### src/rtl/amp_pkg.sv
// amp_pkg: shared width defaults, request/response record types and helpers for amplifier_mc
package amp_pkg;
   localparam int AMP_CH_NUM       = 4;
   localparam int AMP_ID_WIDTH     = 8;
   localparam int AMP_BASE_WIDTH   = 8;
   localparam int AMP_SCALER_WIDTH = 16;
   localparam int AMP_RES_WIDTH    = 16;
   localparam int AMP_FIFO_DEPTH   = 4;

   function automatic int ch_w(input int n);
      return n > 1 ? $clog2(n) : 1;
   endfunction

   localparam int AMP_CH_W = ch_w(AMP_CH_NUM);

   typedef struct packed {
      logic [AMP_ID_WIDTH-1:0]     id;
      logic [AMP_BASE_WIDTH-1:0]   base;
      logic [AMP_CH_W-1:0]         ch;
      logic [AMP_SCALER_WIDTH-1:0] scaler;
   } amp_req_t;

   typedef struct packed {
      logic [AMP_ID_WIDTH-1:0]  id;
      logic [AMP_RES_WIDTH-1:0] result;
      logic [AMP_CH_W-1:0]      ch;
      logic                     sat;
   } amp_rsp_t;
endpackage

### src/rtl/amp_fifo.sv
// amp_fifo: synchronous show-ahead FIFO of response records
//   clk/rst_n : clock, async active-low reset of pointers and count
//   push/din  : enqueue (ignored when full unless a pop frees a slot)
//   pop/dout  : dequeue, dout always shows the head
//   count/empty/full : occupancy status
module amp_fifo
   import amp_pkg::*;
#(
   parameter type T = amp_rsp_t,
   parameter int DEPTH = AMP_FIFO_DEPTH,
   localparam int AW = $clog2(DEPTH),
   localparam int CW = AW + 1
) (
   input  logic          clk,
   input  logic          rst_n,
   input  logic          push,
   input  T              din,
   input  logic          pop,
   output T              dout,
   output logic [CW-1:0] count,
   output logic          empty,
   output logic          full
);
   T mem [DEPTH];
   logic [AW-1:0] wp, rp;
   logic do_pop, do_push;

   assign empty   = count == '0;
   assign full    = count == CW'(DEPTH);
   assign do_pop  = pop & ~empty;
   assign do_push = push & (~full | do_pop);
   assign dout    = mem[rp];

   always_ff @(posedge clk or negedge rst_n)
      if (!rst_n) begin
         wp    <= '0;
         rp    <= '0;
         count <= '0;
      end else begin
         if (do_push) wp <= wp + 1'b1;
         if (do_pop) rp <= rp + 1'b1;
         count <= count + CW'(do_push) - CW'(do_pop);
      end

   always_ff @(posedge clk)
      if (do_push) mem[wp] <= din;
endmodule

### src/rtl/amplifier_mc.sv
// amplifier_mc: multi-channel pipelined scaler multiplier with credit-controlled output FIFO
//   write side : wr_en_i, set_scaler_i, wr_ch_i, wr_data_i, wr_rdy_o
//   read side  : rd_val_o, rd_rdy_i, rd_data_o {id,result}, rd_ch_o, rd_sat_o
//   scaler_o   : all scaler registers, channel k at [k*SCALER_WIDTH +: SCALER_WIDTH]
//   AMP_SAT_EN : when defined, results saturate to all-ones and flag rd_sat_o; otherwise they wrap
module amplifier_mc
   import amp_pkg::*;
#(
   parameter int CH_NUM       = AMP_CH_NUM,
   parameter int ID_WIDTH     = AMP_ID_WIDTH,
   parameter int BASE_WIDTH   = AMP_BASE_WIDTH,
   parameter int SCALER_WIDTH = AMP_SCALER_WIDTH,
   parameter int RES_WIDTH    = AMP_RES_WIDTH,
   parameter int FIFO_DEPTH   = AMP_FIFO_DEPTH,
   localparam int CH_W = ch_w(CH_NUM),
   localparam int DW   = ID_WIDTH + BASE_WIDTH,
   localparam int PW   = BASE_WIDTH + SCALER_WIDTH,
   localparam int CW   = $clog2(FIFO_DEPTH) + 1
) (
   input  logic                           clk_i,
   input  logic                           rstn_i,
   input  logic                           wr_en_i,
   input  logic                           set_scaler_i,
   input  logic [CH_W-1:0]                wr_ch_i,
   input  logic [DW-1:0]                  wr_data_i,
   output logic                           wr_rdy_o,
   output logic                           rd_val_o,
   input  logic                           rd_rdy_i,
   output logic [ID_WIDTH+RES_WIDTH-1:0]  rd_data_o,
   output logic [CH_W-1:0]                rd_ch_o,
   output logic                           rd_sat_o,
   output logic [CH_NUM*SCALER_WIDTH-1:0] scaler_o
);
   typedef struct packed {
      logic [ID_WIDTH-1:0]     id;
      logic [BASE_WIDTH-1:0]   base;
      logic [CH_W-1:0]         ch;
      logic [SCALER_WIDTH-1:0] scaler;
   } req_t;

   typedef struct packed {
      logic [ID_WIDTH-1:0]  id;
      logic [RES_WIDTH-1:0] result;
      logic [CH_W-1:0]      ch;
      logic                 sat;
   } rsp_t;

   logic [CH_NUM-1:0][SCALER_WIDTH-1:0] scaler;
   req_t s1;
   rsp_t s2, head;
   logic s1_v, s2_v, ch_ok, accept, empty, full;
   logic [CW-1:0] count;
   logic [PW-1:0] prod;
   logic [RES_WIDTH-1:0] res;
   logic sat;

   assign ch_ok    = 32'(wr_ch_i) < CH_NUM;
   // Credits cover FIFO entries plus both pipeline stages, so a push never meets a full FIFO.
   assign wr_rdy_o = ~full && (32'(count) + 32'(s1_v) + 32'(s2_v)) < FIFO_DEPTH;
   assign accept   = wr_en_i & ~set_scaler_i & wr_rdy_o;
   assign scaler_o = scaler;

   always_ff @(posedge clk_i or negedge rstn_i)
      if (!rstn_i) scaler <= '0;
      else if (wr_en_i && set_scaler_i && ch_ok) scaler[wr_ch_i] <= wr_data_i[SCALER_WIDTH-1:0];

   // The scaler is snapshotted here so later scaler writes cannot affect this item.
   always_ff @(posedge clk_i or negedge rstn_i)
      if (!rstn_i) begin
         s1_v <= 1'b0;
         s1   <= '0;
      end else begin
         s1_v <= accept;
         if (accept) s1 <= '{id: wr_data_i[DW-1 -: ID_WIDTH], base: wr_data_i[BASE_WIDTH-1:0],
                             ch: wr_ch_i, scaler: ch_ok ? scaler[wr_ch_i] : '0};
      end

   assign prod = PW'(s1.base) * PW'(s1.scaler);
`ifdef AMP_SAT_EN
   assign sat = (prod >> RES_WIDTH) != '0;
   assign res = sat ? '1 : RES_WIDTH'(prod);
`else
   assign sat = 1'b0;
   assign res = RES_WIDTH'(prod);
`endif

   always_ff @(posedge clk_i or negedge rstn_i)
      if (!rstn_i) begin
         s2_v <= 1'b0;
         s2   <= '0;
      end else begin
         s2_v <= s1_v;
         if (s1_v) s2 <= '{id: s1.id, result: res, ch: s1.ch, sat: sat};
      end

   amp_fifo #(.T(rsp_t), .DEPTH(FIFO_DEPTH)) u_fifo (
      .clk   (clk_i),
      .rst_n (rstn_i),
      .push  (s2_v),
      .din   (s2),
      .pop   (rd_rdy_i),
      .dout  (head),
      .count (count),
      .empty (empty),
      .full  (full)
   );

   // Outputs are forced to zero when empty so uninitialised storage never shows.
   assign rd_val_o  = ~empty;
   assign rd_data_o = empty ? '0 : {head.id, head.result};
   assign rd_ch_o   = empty ? '0 : head.ch;
   assign rd_sat_o  = ~empty & head.sat;
endmodule

### config.mk
export PLATFORM = sky130hd
export DESIGN_NAME = amplifier_mc
export DESIGN_NICKNAME = d
export VERILOG_FILES = /design/src/rtl/amp_pkg.sv /design/src/rtl/amp_fifo.sv /design/src/rtl/amplifier_mc.sv
export SDC_FILE = /design/constraint.sdc
export NUM_CORES = 1
export LEC_CHECK = 0
export ABC_AREA = 1
export CAP_MARGIN = 20
export CORE_ASPECT_RATIO = 1.75
export CORE_MARGIN = 2
export CORE_UTILIZATION = 44
export DETAILED_ROUTE_END_ITERATION = 16
export HOLD_SLACK_MARGIN = 0.15
export PLACE_DENSITY = 0.7
export SYNTH_ARGS = -nofsm -noshare
export SYNTH_HDL_FRONTEND = slang
export SYNTH_SLANG_ARGS = --single-unit
export TNS_END_PERCENT = 30
### constraint.sdc
create_clock -name clk_i -period 4.2 [get_ports clk_i]
set_input_delay 0.84 -clock clk_i [delete_from_list [all_inputs] [get_ports clk_i]]
set_output_delay 0.84 -clock clk_i [all_outputs]
set_load 0.1 [all_outputs]
Yosys cells after proc, flatten, opt, wreduce, memory -nomap -nowiden
Memories as Yosys holds them, arrays and structs flattened.
Index checks and enable logic that the tools add are counted.
{ "totals": {"register_bits": 133, "ramBits": 104, "output_inout_bits": 93, "memories": 1} }
{ "op_classes": {"add_sub_neg": 6, "mul": 1, "magnitude_cmp": 3, "n_eq_ne": 1, "mux": 9, "bitwise": 9, "reduce_logical": 4} }
{ "memory_table": {"columns": ["name", "depth", "word_bits", "read_ports", "rd_clocked_by_memory_dff", "wr", "line", "text"], "rows": [
  ["u_fifo.mem", 4, 26, 1, 0, 1, "amp_fifo.sv:24", "T mem [DEPTH];"]
]} }
{ "ops": {"columns": ["op", "n"], "rows": [
  ["$bwmux W64", 1],
  ["$bmux W16 S2", 1],
  ["$demux W16 S2", 1],
  ["$mux W16", 2],
  ["$mux W24", 1],
  ["$mul A8 B16 Y16", 1],
  ["$add A4 B1 Y5", 1],
  ["$lt A5 B3 Y1 const B", 1],
  ["$add A2 B1 Y2 const B", 2],
  ["$add A3 B1 Y4", 1],
  ["$and A1 B1 Y1", 4],
  ["$add A3 B1 Y3", 1],
  ["$eq A3 B3 Y1 const B", 1],
  ["$logic_and A1 B1 Y1", 3],
  ["$logic_not A3 Y1", 1],
  ["$lt A2 B3 Y1 const B", 1],
  ["$not A1 Y1", 3],
  ["$sub A3 B1 Y3", 1],
  ["$ge A2 B1 Y1 const B", 1],
  ["$mux W1", 2],
  ["$mux W2", 1],
  ["$and A1 B1 Y1 const B", 1],
  ["$or A1 B1 Y1", 1]
]} }

Depth between registers and ports, before layout
Gate-level depths: netlist (run 1).
{ "logic_depth": {"ltp_word": 7, "mapped_depth": 22, "mapped_depth_nobuf": 21} }

Modules after synthesis
From an unflattened synthesis (run 1), not the netlist that was laid out.
{ "hier_totals": {"hier_cells": 1414, "area_unflattened_um2": 12871.1} }
{ "by_module_without_submodules": {"columns": ["mod", "instances", "cells_each", "area_each_um2"], "rows": [
  ["amplifier_mc", 1, 1073, 8331.7],
  ["amp_fifo", 1, 341, 4539.4]
]} }

Worst setup path before layout (run 1)
OpenSTA, ideal clock, no wires.
{ "synth_timing": {"kind": "reg2out", "from": "register u_fifo.count[1]", "to": "output port rd_data_o[10]", "arrival_ps": 3303, "required_time_ps": 3360, "path_slack_ps": 57, "stages_incl_launch_ff": 6, "cell_sequence": "dfrtp_1 > nor2_1 > nand2_1 > clkinv_1 > clkbuf_1 > a21oi_1"} }
{ "synth_via": {"elab_chain_len": 2} }
{ "synth_rtl": {"columns": ["element", "line", "text"], "rows": [
  ["from (decl)", "amp_fifo.sv:20", "output logic [CW-1:0] count,"],
  ["from (signal assigned)", "amp_fifo.sv:42", "count <= count + CW'(do_push) - CW'(do_pop);"],
  ["$logic_not A3 Y1", "amp_fifo.sv:28", "assign empty = count == '0;"],
  ["$mux W24", "amplifier_mc.sv:110", "assign rd_data_o = empty ? '0 : {head.id, head.result};"],
  ["to (decl)", "amplifier_mc.sv:29", "output logic [ID_WIDTH+RES_WIDTH-1:0] rd_data_o,"]
]} }
Every way passes these cells.

Final worst setup path (run 1)
{ "layout_timing": {"from": "register s1[1] (netlist name)", "to": "register s2[15] (netlist name)"} }
{ "layout_via": {"elab_chain_len": 1} }
{ "layout_rtl": {"columns": ["element", "line", "text"], "rows": [
  ["from (decl)", "amplifier_mc.sv:49", "req_t s1;"],
  ["from (signal assigned)", "amplifier_mc.sv:74", "if (accept) s1 <= '{id: wr_data_i[DW-1 -: ID_WIDTH], base: wr_data_i[BASE_WIDTH-1:0],"],
  ["$mul A8 B16 Y16", "amplifier_mc.sv:78", "assign prod = PW'(s1.base) * PW'(s1.scaler);"],
  ["to (signal assigned)", "amplifier_mc.sv:93", "if (s1_v) s2 <= '{id: s1.id, result: res, ch: s1.ch, sat: sat};"],
  ["to (decl)", "amplifier_mc.sv:50", "rsp_t s2, head;"]
]} }
Every way passes these cells.
A chain may end at the register's enable or synchronous reset.

==> results of run 1 <==
[worst max-delay path, cell delays in order (launching register included)]
cell and delay, ns:
dfrtp_1 0.53, nand2_1 0.12, fa_1 0.51, fa_1 0.49, inv_1 0.05, fa_1 0.52, inv_1 0.05, fa_1 0.52
inv_1 0.06, ha_4 0.27, inv_1 0.06, o21bai_1 0.18, nand2_1 0.09, nand3_1 0.13, nand2_1 0.10, nand3_1 0.08
nand2_1 0.08, a31oi_1 0.14
[per-layer routing]
metal  share of wire  global-route usage  vias to the layer above
met2            0.53               0.374                      258
met5               0                   0                        -
li1                -                   -                     4600
met3           0.037              0.0220                       94
met4           0.046              0.0751                        0
met1            0.39               0.223                     4586
[sequential cells by signal, summed over array words and instances (netlist names)]
signal	flops
scaler_o	64
s1	34
s2_v	1
u_fifo.wp	2
s1_v	1
u_fifo.mem	104
u_fifo.count	3
s2	26
u_fifo.rp	2
[worst paths after layout]
check / start / to / depth (start not counted)
worst max-delay path: s1[1] / s2[15] / 17
worst min-delay path: rstn_i / scaler_o[59] / 1
worst max register to register: s1[1] / s2[15] / 17
worst min register to register: s1[33] / s2[26] / 2
max in group asynchronous: rstn_i / s1[24] / 2
min in group clk_i: s1[33] / s2[26] / 2
[placed cells by master (no fill, tap or decap), types with 4 or more instances in the layout]
master / count
a21oi_1: 42
a22oi_1: 16
a31oi_1: 5
buf_12: 7
buf_4: 72
buf_6: 4
bufinv_16: 4
clkbuf_16: 23
clkdlybuf4s50_1: 86
clkinv_1: 9
dfrtp_1: 119
dfrtp_2: 14
edfxtp_1: 104
fa_1: 59
ha_1: 23
ha_4: 9
inv_1: 227
nand2_1: 312
nand3_1: 28
nor2_1: 119
nor2_2: 8
o211ai_1: 7
o21a_1: 18
o21ai_0: 152
o21ai_1: 7
xor2_1: 7
[layout make-up]
class                   instances  area (sq um)  share of cell area
flip-flops and latches        237          6470               0.422
well taps                     378           473              0.0308
clock inverters                14           169              0.0110
clock buffers                  26           587              0.0382
multi-input cells             838          5160               0.336
inverters                     235           887              0.0578
repair buffers                172          1600               0.104
[repair_timing]
action,4_1_cts,5_1_grt
pin swaps,0,14
resized for setup,10,48
endpoints found under the setup margin,6,8
cloned,0,0
buffers inserted,0,28
[Yosys cell counts (2+ instances only)]
cell        n
buf_2       7
buf_4       3
nand4_1     3
buf_1       5
xor2_1      7
inv_1     229
nor2_1    126
o21a_1     18
edfxtp_1  104
clkbuf_1   49
o21ai_0   156
a21oi_1    45
o21ai_1     4
inv_2       2
ha_1       32
clkinv_1    4
fa_1       61
nand2_1   315
nand3_1    30
o21bai_1    2
buf_6       5
a31oi_1     5
dfrtp_1   133
o211ai_1    7
o21ai_2     2
a22oi_1    16
[logic make-up (layout without fill, tap and decap cells)]
kind of cell / count (synthesis) / after routing / synth area share
buffers and inverters: 304 / 447 / 0.0949
adders and majority gates: 93 / 93 / 0.128
DFF: 237 / 237 / 0.511
AOI/OAI and AO/OA: 256 / 256 / 0.111
other: 1 / 1 / 0.000297
and+or+nand+nor: 480 / 480 / 0.149
xor gates and xnor gates: 8 / 8 / 0.00555
[stage by stage]
step	utilization	hold slack [ns]	setup WS (ns)	std cells
2_1_floorplan	-	0.374	0.0571	1379
3_3_place_gp	0.499	0.466	-0.0818	1832
3_5_place_dp	0.499	0.496	-0.0962	1832
6_report	0.540	0.379	0.100	1900
4_1_cts	0.526	0.405	0.0150	1872
5_1_grt	0.540	0.423	-0.0531	1900
==> out/qor.log, run 1 <==
[status] outcome finished clean
[floorplan] core region area 0.0284 sq mm
[layout] Final Cell Area 0.0153 sq mm
[worst_setup_path] endpoint kind of the worst setup timing path register
[route] Avg WL per Cell 16.0 um
[floorplan] I/O pin count 116
[layout] layout cell share with drive strength beyond 1 0.112
[timing] number of setup violations in the final report 0
[timing] final period demand of the worst path 4.10 ns
[timing] Max Clock Freq 244 MHz
[route] count of vias placed by the detailed router 9538
[timing] worst setup skew after layout 0.00693 ns
[timing] total negative slack 0 ns
[synth] synthesis warning total 0
[synth] Async SR Flop Fraction 0.561
[synth] share of Yosys cell area claimed by the top area cell type 0.264
[worst_setup_path] crit-path max FO 5
[worst_setup_path] type of the worst setup path reg -> reg
[route] number of iterations in the first detailed-routing pass 5
[global_route] global router's overall resource usage 0.197
[synth] average size of a mapped cell 9.16 sq um
[floorplan] Rows 82
[run] Max Cap Violations 0
[route] number of nets still failing antenna checks after routing 0
[worst_setup_path] CP Data Arrival Time 4.53 ns
[clock_network] buffer cell driving the clock tree root clkbuf_16
[floorplan] starting utilization of the core area 0.444
[synth] synthesized net count 1495
[timing] hold violation total from the final report 0
[synth] cell area after technology mapping 0.0126 sq mm
[layout] final net count 1622
[timing] slew at the pin closest to its max-slew limit 1.07 ns
[worst_setup_path] Worst EP required 4.63 ns
[clock_network] maximum clock insertion buffer count 3
[worst_setup_path] register-to-register setup slack 0.10 ns
[global_route] global-route wire length before repair 48500 um
[clock_network] TritonCTS clock tree yes
[placement] count of buffers from port buffering 114
[timing] relative max-transition margin 0.286
[synth] number of enable flip-flop cells after synthesis 104
[synth] Syn Inst Count 1379
[route] remaining routing DRC violations 0
[clock_network] CTS buffer count 22
[layout] number of inserted filler cells in the final layout 2542
[clock_network] total number of H-tree levels 1
[global_route] maximum number of pins on one net before global-route repair 82
[floorplan] area enclosed by the die boundary 0.0301 sq mm
[timing] ratio of final minimum period to clock period 0.976
[floorplan] Die Height 228 um
[placement] area of placed instances 0.0142 sq mm
[route] DRT Wirelength 30400 um
[clock_network] clock-pin transition on the worst setup and hold timing paths 0.07 ns
[route] routed via count divided by cell count 5.02
[layout] total inserted antenna cells 0
[layout] area added between synthesis and finish 21.5%
[placement] routability cong. 0.921
[clock_network] clk sink count 237
[global_route] number of global-route vias before repair 9714
[synth] distinct cell type count of the synthesized netlist 35
[worst_setup_path] type of origin of the critical path register
[global_route] grt ovf 0
[synth] sequential cell area fraction in the yosys report 0.511
[min_path] path type of the worst min-delay path in -> async
[floorplan] Die X 132 um
[placement] final HPWL from detailed placement 21200 um
[synth] most used flip-flop cell after synthesis dfrtp_1
[synth] Yosys reg bits 237
[timing] setup repair after global routing missed its margin true
[synth] top cells by area, synth dfrtp_1 (26%), edfxtp_1 (25%), fa_1 (9.7%)
[global_route] initial antenna violation count 0
[synth] cell type with the highest aggregate area in the netlist dfrtp_1
[timing] Final Max Tran Viols 0
[clock_network] Worst-Skew Late Latency 0.51 ns
[clock_network] Hold Buf Count CTS 0
[route] drt initial violations 558
Power of run 1 is left out: the tool's default activity adds up to more than one toggle a clock period on the data nets, which glitch-free logic cannot reach.
==> run 2: changes to the inputs <==
- HOLD_SLACK_MARGIN: 0.15 -> default
==> results of run 2 <==
Final layout, timing and power as in run 1 (identical DEF).
Power of run 2 is left out for the same reason.
==> run 3: changes to the inputs <==
- CORE_UTILIZATION: 44 -> 45
- PLACE_DENSITY: 0.7 -> 0.71
==> out/qor.log, run 3 (synthesized netlist as in run 1, its figures left out) <==
[timing] number of setup violations in the final report 0
[timing] hold violation total from the final report 0
[timing] slew at the pin closest to its max-slew limit 1.06 ns
[global_route] global-route wire length before repair 47800 um
[worst_setup_path] CP Data Arrival Time 4.50 ns
[placement] area of placed instances 0.0142 sq mm
[global_route] number of global-route vias before repair 9751
[status] outcome finished clean
[layout] most common cell after layout, fill and taps aside nand2_1
[run] Max Cap Violations 0
[layout] sequential cell area 0.00647 sq mm
[worst_setup_path] startpoint of the most critical register-to-register path s1[20]
[route] routed via count divided by cell count 4.98
[layout] Final Cell Area 0.0153 sq mm
[layout] commonest cells after routing, fill and taps aside nand2_1 (310), inv_1 (226), o21ai_0 (152)
[worst_setup_path] launching element of the worst setup path s1[20]
[layout] layout cell share with drive strength beyond 1 0.116
[global_route] grt ovf 0
[clock_network] buffer cell driving the clock tree root clkbuf_16
[floorplan] starting utilization of the core area 0.455
[min_path] path type of the worst min-delay path in -> async
[route] number of iterations in the first detailed-routing pass 5
[global_route] maximum number of pins on one net before global-route repair 107
[worst_setup_path] type of the worst setup path reg -> reg
[route] number of nets still failing antenna checks after routing 0
[timing] relative max-transition margin 0.294
[floorplan] I/O pin count 116
[route] DRT Wirelength 29700 um
[route] count of vias placed by the detailed router 9402
[layout] area added between synthesis and finish 20.9%
[clock_network] TritonCTS clock tree yes
[global_route] global router's overall resource usage 0.205
[worst_setup_path] endpoint kind of the worst setup timing path register
[layout] number of inserted filler cells in the final layout 2465
[route] Avg WL per Cell 15.7 um
[layout] count of placed standard cells in the final layout, fillers left out 1888
[floorplan] Die Height 226 um
[timing] ratio of final minimum period to clock period 0.973
[timing] setup repair after global routing missed its margin true
[route] drt initial violations 570
[placement] count of buffers from port buffering 114
[layout] max reg flops 104
[timing] Final Max Tran Viols 0
[layout] Largest Register u_fifo.mem
[floorplan] area enclosed by the die boundary 0.0295 sq mm
[layout] total inserted antenna cells 0
[timing] final worst-path setup slack 0.114 ns
[clock_network] CTS buffer count 22
[timing] Max Clock Freq 245 MHz
[placement] routability cong. 0.923
[clock_network] Worst-Skew Late Latency 0.52 ns
[worst_setup_path] Worst EP required 4.62 ns
[floorplan] core region area 0.0278 sq mm
[timing] worst setup skew after layout 0.0248 ns
[clock_network] clk sink count 237
[layout] final net count 1616
[placement] cell count after placement 1835
[global_route] initial antenna violation count 0
[floorplan] Rows 81
[clock_network] maximum clock insertion buffer count 3
[clock_network] total number of H-tree levels 1
[timing] final period demand of the worst path 4.09 ns
[layout] area used by multi-input combinational logic 0.00515 sq mm
[route] remaining routing DRC violations 0
[floorplan] Die X 131 um
[worst_setup_path] crit-path max FO 7
[clock_network] Hold Buf Count CTS 0
[worst_setup_path] type of origin of the critical path register
[placement] post-placement setup slack -0.139 ns
[clock_network] clock-pin transition on the worst setup and hold timing paths 0.07 ns
[placement] final HPWL from detailed placement 21200 um
-- run 3: changes by cell type in the layout (fill, tap and decap cells not counted), sizes merged --
cell / previous run / this run
buf: 83 / 80
clkbuf: 29 / 26
bufinv: 4 / 3
clkinv: 11 / 12
clkinvlp: 3 / 2
-- run 3: metal layers --
layer  wire length [um]  vias to the layer above  GRT usage
met4               1220                        0     0.0830
met3               1070                       72     0.0237
met1              11400                     4522      0.228
li1                   -                     4573          -
met2              16000                      235      0.388
met5                  0                        -          0
-- run 3: layout make-up --
cell class,count,area share
clock buffer,26,0.0373
clock inverter,13,0.0104
inverter,235,0.0578
multi-input combinational,838,0.337
sequential,237,0.424
tap,373,0.0306
timing repair buffer,166,0.103
-- run 3: timing repair --
action,in CTS,in global routing
buffers inserted,1,13
pin swaps,0,19
cloned,0,0
endpoints found under the setup margin,8,9
gates resized for setup,12,50
-- run 3: metrics by stage --
stage,hold WS (ns),utilization,setup TNS [ns]
after floorplan,0.374,-,0
after global placement,0.474,0.512,-0.288
after detailed placement,0.484,0.512,-0.476
after CTS,0.484,0.539,0
after global routing,0.519,0.550,-0.173
final,0.456,0.550,0
-- run 3: critical path, cell delays in order (launching register included) --
cell and delay [ns]:
dfrtp_2 0.48, buf_6 0.16, nand2_1 0.05, inv_1 0.05, fa_1 0.52, inv_2 0.05, fa_1 0.54, fa_1 0.46
fa_1 0.51, inv_1 0.06, ha_4 0.28, buf_4 0.12, nand2_2 0.07, nor3_4 0.19, nand3_2 0.11, nand3_2 0.08
nand2_1 0.05, a31oi_1 0.17
-- run 3: worst paths after layout --
path	slack, ns	cells past startpoint	to
worst max-delay path	0.11	17	s2[17]
worst min-delay path	0.46	1	scaler_o[56]
max in group asynchronous	2.95	2	s1[3]
worst max register to register	0.11	17	s2[17]
worst min register to register	0.50	2	s2[2]
min in group clk_i	0.50	2	s2[2]
Power of run 3 is left out for the same reason.
